File: config.mk
export PLATFORM = sky130hd
export DESIGN_NAME = rr_arb4_flat
export DESIGN_NICKNAME = d
export VERILOG_FILES = /design/src/rtl/rr_arb_pkg.sv /design/src/rtl/rr_arb4_if.sv /design/src/rtl/rr_pick.sv /design/src/rtl/rr_arb4.sv /design/src/flat_wrapper.sv
export SDC_FILE = /design/constraint.sdc
export NUM_CORES = 1
export LEC_CHECK = 0
export CAP_MARGIN = 30
export CORE_UTILIZATION = 55
export DETAILED_ROUTE_END_ITERATION = 6
export GPL_TIMING_DRIVEN = 0
export HOLD_SLACK_MARGIN = 0.05
export PLACE_DENSITY = 0.9
export RECOVER_POWER = 100
export SKIP_LAST_GASP = 1
export SLEW_MARGIN = 20
export SYNTH_ARGS = -nofsm -noshare
export SYNTH_HDL_FRONTEND = slang
export SYNTH_SLANG_ARGS = --single-unit
File: constraint.sdc
create_clock -name clk -period 4.71 [get_ports clk]
set_clock_uncertainty 0.2 [all_clocks]
set_input_delay 0.471 -clock clk [delete_from_list [all_inputs] [get_ports clk]]
set_output_delay 0.471 -clock clk [all_outputs]
set_load 0.005 [all_outputs]
File: src/rtl/rr_arb_pkg.sv
// Shared types and sizes for the 4-way round-robin arbiter.
package rr_arb_pkg;

  localparam int N_REQ = 4;
  localparam int ID_W  = 2;
  localparam int CNT_W = 8;

  typedef enum logic [1:0] {
    IDLE,
    GRANT,
    RELEASE
  } state_t;

  function automatic logic [N_REQ-1:0] onehot(input logic [ID_W-1:0] idx);
    onehot      = '0;
    onehot[idx] = 1'b1;
  endfunction

endpackage

File: src/rtl/rr_arb4_if.sv
// Request/grant bundle between requesters (master) and the arbiter (slave).
interface rr_arb4_if;
  import rr_arb_pkg::*;

  logic [N_REQ-1:0] req;
  logic             done;
  logic [N_REQ-1:0] gnt;
  logic [ID_W-1:0]  gnt_id;
  logic             busy;
  logic             any_req;
  logic             timeout;

  modport master (
    output req, done,
    input  gnt, gnt_id, busy, any_req, timeout
  );

  modport slave (
    input  req, done,
    output gnt, gnt_id, busy, any_req, timeout
  );

endinterface

File: src/rtl/rr_pick.sv
// Rotating-priority search: first asserted request at or after ptr, wrapping 3 -> 0.
module rr_pick
  import rr_arb_pkg::*;
(
  input  logic [N_REQ-1:0] req,
  input  logic [ID_W-1:0]  ptr,
  output logic             valid,
  output logic [ID_W-1:0]  idx
);

  // NOTE: outputs get defaults before the loop so every path assigns them and no latch is inferred.
  always_comb begin
    valid = 1'b0;
    idx   = ptr;
    // Walk from the farthest offset down so the nearest hit is the one that sticks.
    for (int i = N_REQ - 1; i >= 0; i--) begin
      if (req[ptr + ID_W'(i)]) begin
        valid = 1'b1;
        idx   = ptr + ID_W'(i);
      end
    end
  end

endmodule

File: src/rtl/rr_arb4.sv
// Four-requester round-robin arbiter with a per-grant hold limit and forced release.
module rr_arb4
  import rr_arb_pkg::*;
#(
  parameter int HOLD_MAX = 8
) (
  input logic        clk,
  input logic        rst_n,
  rr_arb4_if.slave   bus
);

  localparam logic [CNT_W-1:0] HOLD_LIM = CNT_W'(HOLD_MAX);

  state_t             state;
  logic [ID_W-1:0]    ptr;
  logic [CNT_W-1:0]   hold_cnt;
  logic [N_REQ-1:0]   gnt_q;
  logic [ID_W-1:0]    gnt_id_q;
  logic               busy_q;
  logic               timeout_q;
  logic               pick_valid;
  logic [ID_W-1:0]    pick_idx;
  logic               owner_req;

  rr_pick u_pick (
    .req   (bus.req),
    .ptr   (ptr),
    .valid (pick_valid),
    .idx   (pick_idx)
  );

  assign owner_req = bus.req[gnt_id_q];

  // NOTE: all state uses non-blocking assignments so every register samples pre-edge values.
  always_ff @(posedge clk) begin
    if (!rst_n) begin
      state     <= IDLE;
      ptr       <= '0;
      hold_cnt  <= '0;
      gnt_q     <= '0;
      gnt_id_q  <= '0;
      busy_q    <= 1'b0;
      timeout_q <= 1'b0;
    end else begin
      timeout_q <= 1'b0;
      unique case (state)
        IDLE, RELEASE: begin
          if (pick_valid) begin
            state    <= GRANT;
            gnt_q    <= onehot(pick_idx);
            gnt_id_q <= pick_idx;
            busy_q   <= 1'b1;
            hold_cnt <= CNT_W'(1);
          end else begin
            state <= IDLE;
          end
        end
        GRANT: begin
          if (bus.done || !owner_req || hold_cnt == HOLD_LIM) begin
            state     <= RELEASE;
            gnt_q     <= '0;
            busy_q    <= 1'b0;
            ptr       <= gnt_id_q + ID_W'(1);
            // Forced release only when the limit was the sole reason to leave.
            timeout_q <= !bus.done && owner_req;
          end else if (hold_cnt != '1) begin
            hold_cnt <= hold_cnt + CNT_W'(1);
          end
        end
        default: state <= IDLE;
      endcase
    end
  end

  assign bus.gnt     = gnt_q;
  assign bus.gnt_id  = gnt_id_q;
  assign bus.busy    = busy_q;
  assign bus.timeout = timeout_q;
  assign bus.any_req = |bus.req;

endmodule

File: src/flat_wrapper.sv
// flat-port wrapper written by rule: the top's interface ports become plain ports
module rr_arb4_flat import rr_arb_pkg::*;
#(
  parameter int HOLD_MAX = 8
)
  (clk, rst_n, bus_req, bus_done, bus_gnt, bus_gnt_id, bus_busy, bus_any_req, bus_timeout);
  rr_arb4_if bus_i ();
  input logic clk;
  input logic rst_n;
  input wire logic [$bits(bus_i.req)-1:0] bus_req;
  input wire logic [$bits(bus_i.done)-1:0] bus_done;
  output wire logic [$bits(bus_i.gnt)-1:0] bus_gnt;
  output wire logic [$bits(bus_i.gnt_id)-1:0] bus_gnt_id;
  output wire logic [$bits(bus_i.busy)-1:0] bus_busy;
  output wire logic [$bits(bus_i.any_req)-1:0] bus_any_req;
  output wire logic [$bits(bus_i.timeout)-1:0] bus_timeout;
  assign bus_i.req = bus_req;
  assign bus_i.done = bus_done;
  assign bus_gnt = bus_i.gnt;
  assign bus_gnt_id = bus_i.gnt_id;
  assign bus_busy = bus_i.busy;
  assign bus_any_req = bus_i.any_req;
  assign bus_timeout = bus_i.timeout;
  rr_arb4 #(.HOLD_MAX(HOLD_MAX)) u_core (.clk(clk), .rst_n(rst_n), .bus(bus_i));
endmodule
==> impl_results.md, run 1 <==
* Resized Gates After CTS at 0
* Vias in the first global route at a little over 900
* F_max at 0.339 GHz
* Overall power at between 300 and 400 uW
* R2R Path End: u_core.hold_cnt[4]
* Worst Setup EP: u_core.hold_cnt[4]
* ANT nets after route at 0
* Critical Path Max Stage Delay at about 630 ps
* Max VDD drop at around 0.19 mV
* Vias per cell at 5.96
* Outcome: complete, no violations
* Leakage power at 0.441 nW
* Max-cap violations at 0
* Full die area at about 2100 um^2
* Die Y at ~46 um
* Largest cells by area after synthesis: dfxtp_1 (38%), a21oi_1 (6.1%), nand2_1 (3.9%), or3_1 (3.5%), o21ai_0 (3.3%)
* Seq pwr share at 0.520
* CP Class: input pin to register
* Starting Density at 0.600
* FFs w/ async S/R, synth at 0
* Critical path startpoint: bus_req[1]
* Die width at ~46 um
* Gr ovfl total at 0
* Clk network pwr share at 0.279
* Clock buffer depth at 2
* TritonRoute pass-1 iters at 4
* Iteration-0 DRC Markers at 31
* Seq/Total Area, Yosys at 0.378
* Worst path cell trace: dlygate4sd3_1, nor4_1, nor2_1, a31oi_1, clkbuf_1, o21ai_0, a21oi_1
* YS warnings at 0
* First-pass GRT wire length at a little under 4 mm
* Critical path arrival at 2990 ps
* Hold crit path type: register to register
* Tightest Pin Transition at 663 ps
* Worst setup EP type: register
* Ant. Diodes at 0
* Cell variety after synth at 42
* Syn-to-layout area delta at 15.8%
* Number of flops mapped to enable cells by yosys at 0
* Netlist area before placement at ~1100 um^2
* # hold bufs at CTS at 0
* Setup Viol. Count Final at 0
* GRT Overall Usage at 0.261
* Reg2Reg Setup Slack at 2410 ps
* Count of pins over their slew limit at 0
* CTS Buf Count at 3
* RSZ-0062 raised after global routing: no
* Worst-path clk slew at 110 ps
* Nets at 154
* WHS Path Cells at 2
* Post-route DRC at 0
* Count of buffers from port buffering at 14
* Gpl congestion at approximately 0.9
* DRT Wirelength at about 2.4 mm
* Routed via count at roughly 1,000
* Synth Register Bits at 20
* Layout cell share with drive strength beyond 1 at 0.0486
* Post-route setup TNS at 0 ps
* Hold Fails Final Rpt at 0
* Core Area at 1760 um^2
* CP Data Required Time at approximately 4700 ps
* R2r startpoint: u_core.bus.gnt_id[0]
* Post-CTS Setup Bufs at 0
* Power per Cell Area at a little under 300 nW/um^2
* Syn Nets at between 100 and 150
* Sink Count at 20
* Syn_area_per_cell at 8.40 um^2
* Synth Flop Type: dfxtp_1
* Root Driver: clkbuf_4
* Synth top area share at 0.378
* Most common cell after layout, fill and taps aside: dfxtp_1
* Combinational fraction of design power at 0.201
* CTS tree: done
* Final Cycle Share at 0.627
* Initial antenna violation count at 0
* HPWL Detailed at 1.72 mm
* Sw frac at 0.277
* Leading area contributor after synthesis: dfxtp_1
* Slew headroom at 0.558
* Site Rows at 15
* Sw Pwr at 99.3 uW
* IO Pins at 16
* Wire per inst at 14.2 um
* Clock period minus worst slack at 2950 ps
* Pin count of the biggest net entering global routing at 12
* H-tree levels at 1
* Startpoint types: input pin
* Crit-path slowest cell: dlygate4sd3_1
* Clock Latency Late Sink at 300 ps
* Max FO, Critical Path at 10
* Cells on worst reg2reg path at 7
* Internal Power at 259 uW
* Mapped Cells at 126
* Most frequent cells in the layout: dfxtp_1 (20), a21oi_1 (14), nand2_1 (11), dlygate4sd3_1 (10), inv_1 (8)
-- worst min path at each step --
stage / start / endpoint / slack (ps)
2_1_floorplan: u_core.bus.gnt[3] / u_core.bus.gnt[3] / 250
3_5_place_dp: u_core.bus.gnt[1] / u_core.bus.gnt[1] / 250
3_3_place_gp: u_core.bus.gnt[1] / u_core.bus.gnt[1] / 250
4_1_cts: u_core.bus.gnt[1] / u_core.bus.gnt[1] / 270
6_report: u_core.bus.gnt[1] / u_core.bus.gnt[1] / 260
5_1_grt: u_core.bus.gnt[1] / u_core.bus.gnt[1] / 280
-- power by group through the flow --
stage | registers (mW) | logic, mW | clock network (mW)
6_report | 0.186 | 0.0718 | 0.100
3_5_place_dp | 0.190 | 0.0790 | 0
3_3_place_gp | 0.190 | 0.0764 | 0
2_1_floorplan | 0.190 | 0.0501 | 0
5_1_grt | 0.188 | 0.0798 | 0.108
4_1_cts | 0.186 | 0.0796 | 0.103
-- cell families after synthesis --
kind of cell,count (synthesis),share of synthesized area
AND/OR/NAND/NOR,52,0.281
multiplexers,2,0.0189
XOR/XNOR,1,0.00828
buffers and inverters,13,0.0508
flip-flops,20,0.378
adder cells (fa/ha/maj),2,0.0236
AO/OA/AOI/OAI,36,0.239
-- synthesized netlist by cell type (3+ instances only) --
library cell / number
nand2b_1: 5
dfxtp_1: 20
nand2_1: 11
o22ai_1: 4
or3_1: 6
a21oi_1: 13
nand3_1: 3
nor2_1: 7
nand4_1: 4
inv_1: 8
o21ai_0: 7
-- sequential cells by signal, summed over array words and instances (netlist names) --
name                count
u_core.ptr              2
u_core.state            2
u_core.hold_cnt         8
u_core.bus.gnt          4
u_core.bus.busy         1
u_core.bus.timeout      1
u_core.bus.gnt_id       2
-- metrics by stage --
stage	area (um^2)	setup WS, ps	utilization	hold WS, ps	std cells
floorplan	1060	2790	-	252	126
global placement	1230	2070	0.697	254	165
detailed placement	1230	1990	0.697	254	165
CTS	1270	2100	0.718	270	169
global route	1230	1610	0.695	281	169
finish	1230	1760	0.695	265	169
-- worst max-delay path: cells and delay by family --
family,cells,cell delay [ps]
buf+inv,2,1010
compound gates,3,880
simple gates,2,630
-- per-layer routing --
layer  up-vias  routed length (um)  GRT usage
met1       478                1110      0.350
met3         4                  91     0.0397
met5         -                   0          0
li1        500                   -          -
met4         0                  36      0.100
met2        26                1160      0.417
-- final cells by class --
cell class	count	area, um^2
Buffer	4	18.8
Clock buffer	4	36.3
Fill cell	160	538
Inverter	9	33.8
Multi-Input combinational cell	93	566
Sequential cell	20	400
Tap cell	25	31.3
Timing Repair Buffer	14	140
Power figures use the tool's default switching activity.
==> run 2: changes to the inputs <==
CORE_UTILIZATION = 47   (was 55)
PLACE_DENSITY = 0.83   (was 0.9)
clock period = 2.53 ns   (was 4.71 ns; I/O delays follow)
==> impl_results.md, run 2 (same netlist as run 1, synthesis figures left out) <==
* Power per Cell Area at 545 nW/um^2 (was 292 nW/um^2)
* Nets at 154 (unchanged)
* Pin count of the biggest net entering global routing at 12 (unchanged)
* Layout cell share with drive strength beyond 1 at 0.0625 (was 0.0486)
* Hold Slack at 83.2 ps (was 265 ps)
* IO Pins at 16 (unchanged)
* Routed via count at 1,024 (was 1,008)
* Vias in the first global route at 955 (was 925)
* FF/Latch Area at 400 um^2 (unchanged)
* HPWL Detailed at 1.79 mm (was 1.72 mm)
* Clock buffer depth at 2 (unchanged)
* Vias per cell at 5.99 (was 5.96)
* Wire per inst at 14.5 um (was 14.2 um)
* Post-route setup TNS at 0 ps (unchanged)
* First-pass GRT wire length at 4.10 mm (was 3.93 mm)
* Full die area at 2450 um^2 (was 2100 um^2)
* Multi-input logic area at 587 um^2 (was 566 um^2)
* Starting Density at 0.518 (was 0.600)
* Core Area at 2040 um^2 (was 1760 um^2)
* Startpoint types: input pin (unchanged)
* Setup Viol. Count Final at 0 (unchanged)
* Worst setup EP type: primary output (was register)
* Count of buffers from port buffering at 14 (unchanged)
* Clock period minus worst slack at 2290 ps
* Worst Path Buf+Inv at 3 (was 2)
* # fillers at 189 (was 160)
* Hold Fails Final Rpt at 0 (unchanged)
* Overall power at 680 uW (was 358 uW)
* Gr ovfl total at 0 (unchanged)
* Final cell count without fillers at 171 (was 169)
* Post-route DRC at 0 (unchanged)
* Critical Path Max Stage Delay at 580 ps (was 630 ps)
* # hold bufs at CTS at 0 (unchanged)
* Clock Latency Late Sink at 310 ps (was 300 ps)
* Worst-path clk slew at 120 ps (was 110 ps)
* Ant. Diodes at 0 (unchanged)
* Resized Gates After CTS at 0 (unchanged)
* CTS tree: done (unchanged)
* Count of pins over their slew limit at 0 (unchanged)
* Root Driver: clkbuf_4 (unchanged)
* Dpl cells at 167 (was 165)
* F_max at 0.436 GHz
* Most frequent cells in the layout: dfxtp_1 (20), a21oi_1 (14), nand2_1 (11), dlygate4sd3_1 (9), inv_1 (8) (was dfxtp_1 (20), a21oi_1 (14), nand2_1 (11), dlygate4sd3_1 (10), inv_1 (8))
* Initial antenna violation count at 0 (unchanged)
* DRT Wirelength at 2.49 mm (was 2.40 mm)
* Final Instance Area at 1250 um^2 (was 1230 um^2)
* Hold crit path type: input pin to register (was register to register)
* Die Y at 49.5 um (was 45.9 um)
* Critical path arrival at 1840 ps (was 2990 ps)
* CP Data Required Time at 2080 ps (was 4740 ps)
* Slew headroom at 0.586 (was 0.558)
* Tightest Pin Transition at 621 ps (was 663 ps)
* H-tree levels at 1 (unchanged)
* Largest register FFs at 8 (unchanged)
* Die width at 49.5 um (was 45.9 um)
* CP Class: input pin to primary output (was input pin to register)
* Area post-placement at 1230 um^2 (about the same)
* ANT nets after route at 0 (unchanged)
* Sink Count at 20 (unchanged)
* Largest Register: u_core.hold_cnt (unchanged)
* Outcome: complete, no violations (unchanged)
* Max FO, Critical Path at 6 (was 10)
* CTS Buf Count at 3 (unchanged)
* Worst path top cell family by delay: buffers and inverters (unchanged)
* TritonRoute pass-1 iters at 4 (unchanged)
* Site Rows at 16 (was 15)
* Leakage power at 0.441 nW (about the same)
* Gpl congestion at 0.809 (was 0.899)
* RSZ-0062 raised after global routing: no (unchanged)
* Max VDD drop at 0.427 mV (was 0.191 mV)
* Final Cycle Share at 0.906
* Max-cap violations at 0 (unchanged)
* Iteration-0 DRC Markers at 57 (was 31)
* Syn-to-layout area delta at 17.8% (was 15.8%)
* Crit-path slowest cell: dlygate4sd3_1 (unchanged)
* Post-CTS Setup Bufs at 0 (unchanged)
* Most common cell after layout, fill and taps aside: dfxtp_1 (unchanged)
* GRT Overall Usage at 0.218 (was 0.261)
* Worst path cell trace: clkdlybuf4s50_1, nor4_2, inv_1, dlygate4sd3_1 (was dlygate4sd3_1, nor4_1, nor2_1, a31oi_1, clkbuf_1, o21ai_0, a21oi_1)
[run 2: stage by stage]
step                      setup slack (ps)  utilization
after floorplan                        614            -
final                                  239        0.611
after detailed placement              41.5        0.604
after CTS                              353        0.621
after global routing                   108        0.611
after global placement                91.9        0.604
[run 2: where the power goes]
group | switching (mW) | total (mW) | internal (mW)
Combinational | 0.0770 | 0.140 | 0.0625
Clock | 0.104 | 0.192 | 0.0879
Sequential | 0.0149 | 0.348 | 0.334
Total | 0.196 | 0.680 | 0.484
[run 2: layout make-up]
type                    count  area share
well taps                  27      0.0271
plain buffers               4      0.0130
repair buffers             14       0.112
flip-flops and latches     20       0.321
clock buffers               4      0.0291
multi-input cells          93       0.470
inverters                   9      0.0271
[run 2: final timing paths]
check | depth (start not counted) | slack, ps | to | startpoint
worst min-delay path | 2 | 80 | u_core.hold_cnt[0] | rst_n
worst max register to register | 6 | 270 | u_core.hold_cnt[7] | u_core.bus.gnt_id[0]
worst max-delay path | 4 | 240 | bus_any_req | bus_req[3]
worst min register to register | 2 | 280 | u_core.bus.gnt[1] | u_core.bus.gnt[1]
[run 2: routing by layer]
metal	GRT usage	wire, um
met2	0.397	1210
met1	0.253	1100
met5	0	0
met3	0.0340	130
met4	0.0810	41
